File: src/rtl/march_c_sequencer.sv
// March C- BIST sequencer: drives one RAM operation per clock through the six
// March elements and records the first read mismatch (address and element).
module march_c_sequencer #(
    parameter int size   = 8,
    parameter int length = 8
) (
    input  logic              clk,
    input  logic              rst,
    input  logic              start,
    input  logic [length-1:0] mem_dout,
    output logic              mem_cs,
    output logic              mem_rwbar,
    output logic [size-1:0]   mem_addr,
    output logic [length-1:0] mem_din,
    output logic              busy,
    output logic              done,
    output logic              fail,
    output logic [size-1:0]   fail_addr,
    output logic [2:0]        fail_elem
);

    typedef enum logic [1:0] {IDLE, RUN, FLUSH, DONE} state_t;

    localparam logic [size-1:0] ADDR_LAST = {size{1'b1}};
    localparam logic [size-1:0] ADDR_ONE  = {{(size-1){1'b0}}, 1'b1};

    state_t            state_q, state_d;
    logic [2:0]        elem_q, elem_d;
    logic              wr_phase_q, wr_phase_d;
    logic [size-1:0]   addr_d;
    logic              op_valid;

    logic              mem_cs_q, mem_cs_d;
    logic              mem_rwbar_q, mem_rwbar_d;
    logic [size-1:0]   mem_addr_q, mem_addr_d;
    logic [length-1:0] mem_din_q, mem_din_d;

    logic              fail_q, fail_d;
    logic [size-1:0]   fail_addr_q, fail_addr_d;
    logic [2:0]        fail_elem_q, fail_elem_d;

    // Two-stage compare pipeline: stage 0 loads with the read launch,
    // stage 1 lines up with mem_dout one cycle after the RAM captures it.
    logic [1:0]        pv_q, pv_d;
    logic [1:0]        pones_q, pones_d;
    logic [2:0]        pelem_q [2];
    logic [2:0]        pelem_d [2];
    logic [size-1:0]   paddr_q [2];
    logic [size-1:0]   paddr_d [2];

    always_comb begin
        state_d    = state_q;
        elem_d     = elem_q;
        wr_phase_d = wr_phase_q;
        addr_d     = mem_addr_q;
        op_valid   = 1'b0;

        case (state_q)
            IDLE, DONE: begin
                if (start) begin
                    state_d    = RUN;
                    op_valid   = 1'b1;
                    elem_d     = 3'd0;
                    addr_d     = '0;
                    wr_phase_d = 1'b1;
                end
            end
            RUN: begin
                op_valid = 1'b1;
                case (elem_q)
                    3'd0: begin
                        if (mem_addr_q == ADDR_LAST) begin
                            elem_d     = 3'd1;
                            addr_d     = '0;
                            wr_phase_d = 1'b0;
                        end else begin
                            addr_d = mem_addr_q + ADDR_ONE;
                        end
                    end
                    3'd1, 3'd2: begin
                        if (!wr_phase_q) begin
                            wr_phase_d = 1'b1;
                        end else if (mem_addr_q == ADDR_LAST) begin
                            elem_d     = elem_q + 3'd1;
                            wr_phase_d = 1'b0;
                            addr_d     = (elem_q == 3'd1) ? '0 : ADDR_LAST;
                        end else begin
                            addr_d     = mem_addr_q + ADDR_ONE;
                            wr_phase_d = 1'b0;
                        end
                    end
                    3'd3, 3'd4: begin
                        if (!wr_phase_q) begin
                            wr_phase_d = 1'b1;
                        end else if (mem_addr_q == '0) begin
                            elem_d     = elem_q + 3'd1;
                            wr_phase_d = 1'b0;
                            addr_d     = (elem_q == 3'd3) ? ADDR_LAST : '0;
                        end else begin
                            addr_d     = mem_addr_q - ADDR_ONE;
                            wr_phase_d = 1'b0;
                        end
                    end
                    default: begin
                        wr_phase_d = 1'b0;
                        if (mem_addr_q == ADDR_LAST) begin
                            op_valid = 1'b0;
                            state_d  = FLUSH;
                            addr_d   = '0;
                        end else begin
                            addr_d = mem_addr_q + ADDR_ONE;
                        end
                    end
                endcase
            end
            FLUSH: state_d = DONE;
            default: state_d = IDLE;
        endcase

        mem_cs_d    = op_valid;
        mem_rwbar_d = !(op_valid && wr_phase_d);
        mem_addr_d  = op_valid ? addr_d : '0;
        mem_din_d   = (op_valid && wr_phase_d && (elem_d == 3'd1 || elem_d == 3'd3))
                      ? {length{1'b1}} : {length{1'b0}};

        pv_d[0]    = op_valid && !wr_phase_d;
        pones_d[0] = (elem_d == 3'd2) || (elem_d == 3'd4);
        pelem_d[0] = elem_d;
        paddr_d[0] = addr_d;
        pv_d[1]    = pv_q[0];
        pones_d[1] = pones_q[0];
        pelem_d[1] = pelem_q[0];
        paddr_d[1] = paddr_q[0];

        fail_d      = fail_q;
        fail_addr_d = fail_addr_q;
        fail_elem_d = fail_elem_q;
        if (pv_q[1] && (mem_dout != {length{pones_q[1]}})) begin
            fail_d = 1'b1;
            if (!fail_q) begin
                fail_addr_d = paddr_q[1];
                fail_elem_d = pelem_q[1];
            end
        end
        // A relaunch from DONE starts a fresh result; the pipeline is empty then.
        if ((state_q == IDLE || state_q == DONE) && start) begin
            fail_d      = 1'b0;
            fail_addr_d = '0;
            fail_elem_d = 3'd0;
        end
    end

    always_ff @(posedge clk) begin
        if (rst) begin
            state_q     <= IDLE;
            elem_q      <= 3'd0;
            wr_phase_q  <= 1'b0;
            mem_cs_q    <= 1'b0;
            mem_rwbar_q <= 1'b1;
            mem_addr_q  <= '0;
            mem_din_q   <= '0;
            fail_q      <= 1'b0;
            fail_addr_q <= '0;
            fail_elem_q <= 3'd0;
            pv_q        <= 2'b00;
            pones_q     <= 2'b00;
            pelem_q     <= '{default: '0};
            paddr_q     <= '{default: '0};
        end else begin
            state_q     <= state_d;
            elem_q      <= elem_d;
            wr_phase_q  <= wr_phase_d;
            mem_cs_q    <= mem_cs_d;
            mem_rwbar_q <= mem_rwbar_d;
            mem_addr_q  <= mem_addr_d;
            mem_din_q   <= mem_din_d;
            fail_q      <= fail_d;
            fail_addr_q <= fail_addr_d;
            fail_elem_q <= fail_elem_d;
            pv_q        <= pv_d;
            pones_q     <= pones_d;
            pelem_q     <= pelem_d;
            paddr_q     <= paddr_d;
        end
    end

    assign mem_cs    = mem_cs_q;
    assign mem_rwbar = mem_rwbar_q;
    assign mem_addr  = mem_addr_q;
    assign mem_din   = mem_din_q;
    assign busy      = (state_q == RUN) || (state_q == FLUSH);
    assign done      = (state_q == DONE);
    assign fail      = fail_q;
    assign fail_addr = fail_addr_q;
    assign fail_elem = fail_elem_q;

endmodule

File: config.mk
export PLATFORM = sky130hd
export DESIGN_NAME = march_c_sequencer
export DESIGN_NICKNAME = d
export VERILOG_FILES = /design/src/rtl/march_c_sequencer.sv
export SDC_FILE = /design/constraint.sdc
export NUM_CORES = 1
export LEC_CHECK = 0
export CORE_MARGIN = 4
export CORE_UTILIZATION = 40
export CTS_BUF_LIST = sky130_fd_sc_hd__clkbuf_8
export DETAILED_ROUTE_END_ITERATION = 12
export PLACE_DENSITY_LB_ADDON = 0.25
export SYNTH_ARGS = -nofsm -noshare
export SYNTH_HDL_FRONTEND = slang
export SYNTH_SLANG_ARGS = --single-unit
File: constraint.sdc
create_clock -name clk -period 3.1 [get_ports clk]
set_clock_uncertainty 0.05 [all_clocks]
set_input_delay 0.62 -clock clk [delete_from_list [all_inputs] [get_ports clk]]
set_output_delay 0.62 -clock clk [all_outputs]
set_load 0.005 [all_outputs]
# After elaboration in Yosys (flattened, before gate mapping)
# Cells that the tools add are included.
[classes]
n_eq_ne = 16
n_bitwise = 2
n_mux = 32
reduce_logical = 23
addsub = 3
[ops]
columns = ["op", "count"]
rows = [
  ["two-way mux 8 bit", 9],
  ["one-hot mux 8 bit (2 select lines)", 2],
  ["two-way mux 3 bit", 6],
  ["equality test 3 x 2 -> 1 bit, second input constant", 4],
  ["OR reduction 2 bit", 5],
  ["one-hot mux 3 bit (3 select lines)", 1],
  ["adder 8 x 1 -> 8 bit, second input constant", 1],
  ["equality test 8 bit, second input constant", 1],
  ["logical NOT 8 bit", 1],
  ["inequality test 8 bit", 1],
  ["subtractor 8 x 1 -> 8 bit, second input constant", 1],
  ["equality test 3 x 1 -> 1 bit, second input constant", 2],
  ["equality test 3 bit, second input constant", 2],
  ["two-way mux 1 bit", 6],
  ["two-way mux 2 bit", 3],
  ["inequality test 2 bit, second input constant", 3],
  ["one-hot mux 1 bit (2 select lines)", 3],
  ["one-hot mux 2 bit (3 select lines)", 1],
  ["one-hot mux 3 bit (2 select lines)", 1],
  ["logical AND 1 bit", 5],
  ["OR reduction 5 bit", 1],
  ["equality test 2 bit, second input constant", 2],
  ["logical OR 1 bit", 4],
  ["OR reduction 4 bit", 1],
  ["8 further kinds", 10],
]
[word_totals]
wordCells = 91
in_bits = 11
regBits = 59
out_inout_bits = 32

# Logic depth before layout (Yosys ltp)
# Gate-level depths: netlist of the first run.
[logic_depth]
ltp_word = 9
depth_mapped = 11
ltp_nobuf = 10

# Worst setup path before layout of the first run
# No wires, ideal clock.
[synth_path]
kind = "register to register"
from = "register mem_addr_q[0], in the netlist mem_addr[0]"
to = "register paddr_q (netlist bit paddr_d[1])"
stages_incl_launch_ff = 11
slack_ps = 779
path_buffers = 2
period_less_slack_ps = 2321
required_time_ps = 2922
arrival_time_ps = 2144
setup_time_ps = 128
cell_sequence = "dfxtp_1 -> clkbuf_1 -> inv_1 -> ha_1 -> buf_4 -> or3b_2 -> o31a_1 -> a221oi_1 -> a2111oi_0 -> a21oi_1 -> nor2_1"
[synth_via]
elab_chain_len = 5
word_cells_on_any_way = 11
cone_classes = "add/sub: 2; eq/ne: 1; mux: 7; reduce/logical: 1"
[synth_rtl]
columns = ["item", "line_no", "source"]
rows = [
  ["start, declared", "35", "logic [size-1:0] mem_addr_q, mem_addr_d;"],
  ["start signal, assigned", "175", "mem_addr_q <= mem_addr_d;"],
  ["subtractor 8 x 1 -> 8 bit (tied with other cells)", "100", "addr_d = mem_addr_q - ADDR_ONE;"],
  ["two-way mux 8 bit (on tied branches)", "95, 83", ""],
  ["two-way mux 8 bit (on tied branches)", "93, 81", ""],
  ["one-hot mux 8 bit (2 select lines) (*)", "70", "case (elem_q)"],
  ["one-hot mux 8 bit (2 select lines) (*)", "58", "case (state_q)"],
  ["end signal, assigned", "183", "paddr_q <= paddr_d;"],
  ["end, declared", "48", "logic [size-1:0] paddr_q [2];"],
]
# Every way passes the cells marked *; elsewhere a longest branch is shown, timed or not.
# A chain may end at the register's enable or synchronous reset.

# Worst setup path after layout of the first run
[layout_path]
from = "register mem_addr_q[0], in the netlist mem_addr[0]"
to = "register mem_din_q[6], in the netlist mem_din[6]"
[layout_via]
elab_chain_len = 9
word_cells_on_any_way = 21
cone_classes = "eq/ne: 3; mux: 14; reduce/logical: 4"
[layout_rtl]
columns = ["item", "line_no", "source"]
rows = [
  ["equality test 8 bit / logical NOT 8 bit (equally long branches)", "--", ""],
  ["two-way mux 3 bit (on tied branches)", "83, 95", ""],
  ["two-way mux 3 bit (on tied branches)", "81, 93", ""],
  ["one-hot mux 3 bit (3 select lines)", "70", ""],
  ["one-hot mux 3 bit (2 select lines)", "58", ""],
  ["equality test 3 x 1 -> 1 bit / equality test 3 x 2 -> 1 bit (equally long branches)", "123", "mem_din_d = (op_valid && wr_phase_d && (elem_d == 3'd1 || elem_d == 3'd3))"],
  ["logical OR 1 bit", "123", ""],
  ["logical AND 1 bit (*)", "123", ""],
  ["two-way mux 8 bit (*)", "124", "? {length{1'b1}} : {length{1'b0}};"],
  ["end signal, assigned", "176", "mem_din_q <= mem_din_d;"],
  ["end, declared", "36", "logic [length-1:0] mem_din_q, mem_din_d;"],
]
# Marked as above.

==> impl_metrics.toml, run 1 <==
[clocking]
clk_pin_slew_ns = 0.10
post_cts_buffers = 0
cts_tree = "built"
clk_latency_ns = 0.31
clockBufferDepth = 2
cts_hold_buf = 0
numCtsBuffers = 5
cts_resized = 0
cts.htree.levels = 2
cts_sinks = 52
cts-root-buf = "clkbuf_8"

[pwr]
powerDensity_nw_per_um2 = 498
total_power_mw = 1.72
peakVddDrop_mv = 0.227
leakagePower_nw = 1.23

[die]
dieArea_um2 = 8770
fp.dieW_um = 93.6
core_um2 = 6940
start_util_pct = 42.3
ios = 43
row_count = 30
die_h_um = 93.6

[critical_path]
cpMaxStageDelayCell = "dfxtp_1"
cp_slowest_stage_delay_ns = 0.61
startpoint_type = "flip-flop"
crit_type = "reg2reg"
worstPathArrival_ns = 3.10
required_ns = 3.26
crit_chain = "ha_1 -> nand3_1 -> nor2_2 -> inv_2 -> o41ai_2 -> a21o_2 -> or2_2 -> inv_1 -> and4_1"
endpoint_kind = "flip-flop"
crit_fanout = 13

[place]
globalplace.congestion = 0.985
dp_hpwl_mm = 5.80
port_buffers = 42
placed_cells = 460

[route]
vias_per_cell = 5.55
wl_per_cell_um = 16.4
drcViolationCount = 0
ant_nets = 0
first_pass_iters = 5
num_vias = 2599
drtIter0Drc = 137
drt-total-wl_mm = 7.66

[layout]
layout_commonest_cell = "dfxtp_1"
diodes = 0
num-nets-final = 394
num-fill-cells = 666
multi_input_area_um2 = 1650
seq_area_um2 = 1040
layout.cells.non_filler = 468
final_cell_mix = "dfxtp_1 (52), nor2_1 (42), clkdlybuf4s50_1 (42)"
layout-drive-gt1-share_pct = 9.41
area_delta_synth_final_pct = 17.9

[timing]
final-max-slew-violation-count = 0
tightest_slew_ns = 0.677
clock.fmax_mhz = 341
hold_viol_final = 0
period_needed_ns = 2.94
fin_crit_sh_pct = 94.7
timing.slew.headroom_pct = 54.8
rsz0062_at_grt = "false"
setup_viol = 0
hold_ws_ns = 0.391
setup-tns-final_ns = 0

[grt]
grt_pass1_vias = 2424
antenna_found_initial = 0
grt_max_degree = 21
grt_first_pass_wirelength_mm = 12.4
grt.total_usage_pct = 17.8
grt-ovfl-total = 0

[logic_synthesis]
netlist_instances = 341
syn-cell-area_um2 = 2930
avgSynthCellArea_um2 = 8.60
syn-num-nets = 364
synth-edff-count = 0
synthArstFlopShare_pct = 0
synth_top_flop_cell = "dfxtp_1"
yosys_warnings = 0
synth_cell_types = 64
synth-seq-area-share_pct = 35.5
synth_seq_cells = 52

[hold_path]
hp-class = "reg2reg"

[outcome]
status = "finished, final reports clean"

[job]
cap_violations = 0
flip-flops by register name, summed over array words and instances, names as in the netlist:
| signal | flops |
|---|---|
| mem_din | 1 |
| pones_q | 2 |
| pelem_q | 3 |
| fail_elem | 3 |
| paddr_d | 8 |
| pelem_d | 3 |
| fail_addr | 8 |
| pv_q | 2 |
| fail | 1 |
| paddr_q | 8 |
| mem_addr | 8 |
| state_q | 2 |
| mem_cs | 1 |
| wr_phase_q | 1 |
| mem_rwbar | 1 |
kinds of logic after synthesis:
logic type	synth area share (%)
multiplexers	5.50
AND/OR/NAND/NOR	24.4
flip-flops	35.5
XOR/XNOR	0.896
adder cells (fa/ha/maj)	5.12
AO/OA/AOI/OAI	20.4
buffers and inverters	8.19
final timing paths:
| check | start | to | slack (ns) | cells after the start |
|---|---|---|---|---|
| setup reg to reg | mem_addr[0] | mem_din[6] | 0.16 | 9 |
| setup / recovery | mem_addr[0] | mem_din[6] | 0.16 | 9 |
| hold reg to reg | paddr_d[7] | paddr_q[7] | 0.39 | 1 |
| hold / removal | paddr_d[7] | paddr_q[7] | 0.39 | 1 |
layout make-up:
class	count	share of cell area [%]
Sequential cell	52	30.1
Timing Repair Buffer	52	14.3
Tap cell	96	3.47
Clock buffer	5	1.99
Clock inverter	3	0.796
Multi-Input combinational cell	246	47.8
Inverter	14	1.52
metal layers:
| metal | track usage, % | share of wire (%) | vias up |
|---|---|---|---|
| met5 | 0 | 0 | - |
| met1 | 24.0 | 47 | 1173 |
| li1 | - | - | 1284 |
| met4 | 5.54 | 2.1 | 0 |
| met3 | 3.54 | 7.2 | 19 |
| met2 | 28.6 | 44 | 123 |
report_power, final:
| part | switching [mW] | leakage [nW] | internal, mW |
|---|---|---|---|
| sequential | 0.0664 | 0.420 | 0.716 |
| clock | 0.237 | 0.0463 | 0.166 |
| combinational | 0.313 | 0.766 | 0.224 |
worst max-delay path, delay by kind of cell (launching register included):
| kind | cells | cell delay [ns] |
|---|---|---|
| simple gates | 4 | 0.83 |
| compound gates | 2 | 0.72 |
| flops | 1 | 0.61 |
| fa+ha+maj | 1 | 0.33 |
| buf+inv | 2 | 0.29 |
through the flow:
step                area (um2)  util (%)  setup WS [ns]
floorplan                 2930         -          0.779
finish                    3460      49.8          0.163
detailed placement        3360      48.4          0.271
global placement          3360      48.4          0.164
CTS                       3460      49.8          0.238
global route              3460      49.8         0.0297
Yosys cell counts, types with 2 or more instances:
| cell | n | area (um2) |
|---|---|---|
| dfxtp_1 | 52 | 1040 |
| nor2_1 | 42 | 158 |
| o21ai_0 | 25 | 125 |
| nor2b_1 | 16 | 100 |
| mux2i_1 | 15 | 150 |
| nand2_1 | 14 | 52.6 |
| a21oi_1 | 13 | 65.1 |
| inv_1 | 13 | 48.8 |
| ha_1 | 12 | 150 |
| buf_4 | 10 | 75.1 |
| nor3_1 | 10 | 50.1 |
| clkbuf_1 | 9 | 33.8 |
| nand3_1 | 8 | 40.0 |
| and3_1 | 6 | 37.5 |
| nor4_1 | 6 | 37.5 |
| a31oi_1 | 5 | 31.3 |
| buf_6 | 5 | 56.3 |
| a32oi_1 | 4 | 35.0 |
| and4_1 | 4 | 35.0 |
| o211ai_1 | 4 | 30.0 |
| a211oi_1 | 3 | 22.5 |
| buf_2 | 3 | 15.0 |
| nand2b_1 | 3 | 18.8 |
| nor4b_1 | 3 | 26.3 |
| o21a_1 | 3 | 22.5 |
| o31ai_1 | 3 | 22.5 |
| a2111oi_0 | 2 | 17.5 |
| a21boi_0 | 2 | 15.0 |
| a32o_1 | 2 | 20.0 |
| and2_1 | 2 | 12.5 |
| buf_1 | 2 | 7.51 |
| nand4_1 | 2 | 12.5 |
| o21bai_1 | 2 | 15.0 |
| o32ai_1 | 2 | 17.5 |
| or2_2 | 2 | 12.5 |
| or4_1 | 2 | 15.0 |
| or4_4 | 2 | 22.5 |
| xnor2_1 | 2 | 17.5 |
Note: power is estimated with default switching activity, not from simulation.
==> inputs of run 2 (changes only) <==
- MAX_ROUTING_LAYER: default -> met4
==> run 2 against run 1 <==
  * Flip-flop and latch count unchanged
  * Worst hold slack about the same
  * Global-route usage grew 1.4 points
  * Sequential power decreased by 1%
  * Non-clock buffer count up 3
  * Count of clock-buffer cells in the layout did not move
  * Design area rose by 0.69%
  * Largest power group unchanged
  * Highest routed layer unchanged
==> impl_metrics.toml, run 2 (synthesis results as in run 1) <==
[pwr]
total_power_mw = 1.74
leakagePower_nw = 1.25
peakVddDrop_mv = 0.224
powerDensity_nw_per_um2 = 500

[clocking]
clk_pin_slew_ns = 0.09
cts_resized = 0
cts_tree = "built"
cts_sinks = 52
cts.htree.levels = 2
numCtsBuffers = 5
post_cts_buffers = 0
clockBufferDepth = 2
clk_latency_ns = 0.31
cts_hold_buf = 0
cts-root-buf = "clkbuf_8"

[die]
row_count = 30
die_h_um = 93.6
core_um2 = 6940
dieArea_um2 = 8770
ios = 43
fp.dieW_um = 93.6
start_util_pct = 42.3

[layout]
area_delta_synth_final_pct = 18.7
num-nets-final = 397
fin_util_pct = 50.1
final_cell_mix = "dfxtp_1 (51), nor2_1 (42), clkdlybuf4s50_1 (42)"
seq_area_um2 = 1040
design_area_um2 = 3480
multi_input_area_um2 = 1650
layout-drive-gt1-share_pct = 10.4
num-fill-cells = 658
layout_commonest_cell = "dfxtp_1"
diodes = 0

[route]
wl_per_cell_um = 17.0
ant_nets = 0
first_pass_iters = 5
num_vias = 2586
drtIter0Drc = 197
vias_per_cell = 5.49
drcViolationCount = 0
drt-total-wl_mm = 8.01

[grt]
grt_max_degree = 19
grt.total_usage_pct = 19.2
grt-ovfl-total = 0
antenna_found_initial = 0
grt_pass1_vias = 2486
grt_first_pass_wirelength_mm = 12.9

[timing]
setup-tns-final_ns = 0
rsz0062_at_grt = "false"
tightest_slew_ns = 0.669
timing.slew.headroom_pct = 55.4
hold_viol_final = 0
period_needed_ns = 2.81
final-max-slew-violation-count = 0
clock.fmax_mhz = 356
fin_crit_sh_pct = 90.6
setup_viol = 0

[place]
port_buffers = 42
placed_area_um2 = 3380
globalplace.congestion = 1.02
dp_hpwl_mm = 6.01

[critical_path]
startpoint_type = "flip-flop"
required_ns = 3.25
reg2reg_depth = 9
crit_type = "reg2reg"
endpoint_kind = "flip-flop"
rrSetupSlack_ns = 0.29
crit_fanout = 10
worstPathArrival_ns = 2.96

[hold_path]
hold_path_depth = 1
hp-class = "reg2reg"

[outcome]
status = "finished, final reports clean"

[job]
cap_violations = 0
==> run 2: cell types whose count changed in the layout (fill, tap and decap cells not counted), sizes merged <==
cell / delta
buf: +3
==> run 2: critical path: stages (launching register included) <==
cell,delay [ns]
dfxtp_2,0.49
ha_1,0.32
nand3_1,0.19
nor2_2,0.27
inv_2,0.15
o41ai_2,0.49
a21o_2,0.25
or2_2,0.20
inv_1,0.13
and4_1,0.17
==> run 2: path summary, 6_finish.rpt <==
kind                                   from    endpoint
worst max-delay path            mem_addr[1]  mem_din[6]
worst min-delay path                pv_q[0]     pv_q[1]
worst max register to register  mem_addr[1]  mem_din[6]
worst min register to register      pv_q[0]     pv_q[1]
==> run 2: per-stage QoR <==
step                hold WS, ns  std cells  setup slack [ns]
CTS                       0.394        471             0.139
global placement          0.370        463           0.00969
finish                    0.391        471             0.293
floorplan                 0.364        341             0.779
global route              0.415        471             0.121
detailed placement        0.372        463             0.182
==> run 2: routing by layer <==
layer	track usage (%)	vias to the layer above	part of all wire [%]
met1	25.1	1169	46
met5	-	-	0
met2	30.3	113	45
met3	3.30	17	7.0
li1	-	1287	-
met4	6.26	0	2.1
==> run 2: cell type report <==
class,instances,area share [%]
Clock inverter,3,0.791
Inverter,14,1.51
Timing Repair Buffer,55,14.9
Tap cell,96,3.45
Clock buffer,5,1.98
Sequential cell,52,29.9
Multi-Input combinational cell,246,47.5
==> run 2: power breakdown <==
group / switching, mW / total (mW) / internal [mW]
Combinational: 0.326 / 0.554 / 0.228
Clock: 0.245 / 0.412 / 0.166
Sequential: 0.0579 / 0.774 / 0.716
Total: 0.629 / 1.74 / 1.11
==> inputs of run 3 (changes only) <==
- CTS_CLUSTER_DIAMETER: default -> 60
==> results of run 3 <==
No change in the layout: final DEF, timing and power equal those of run 2.
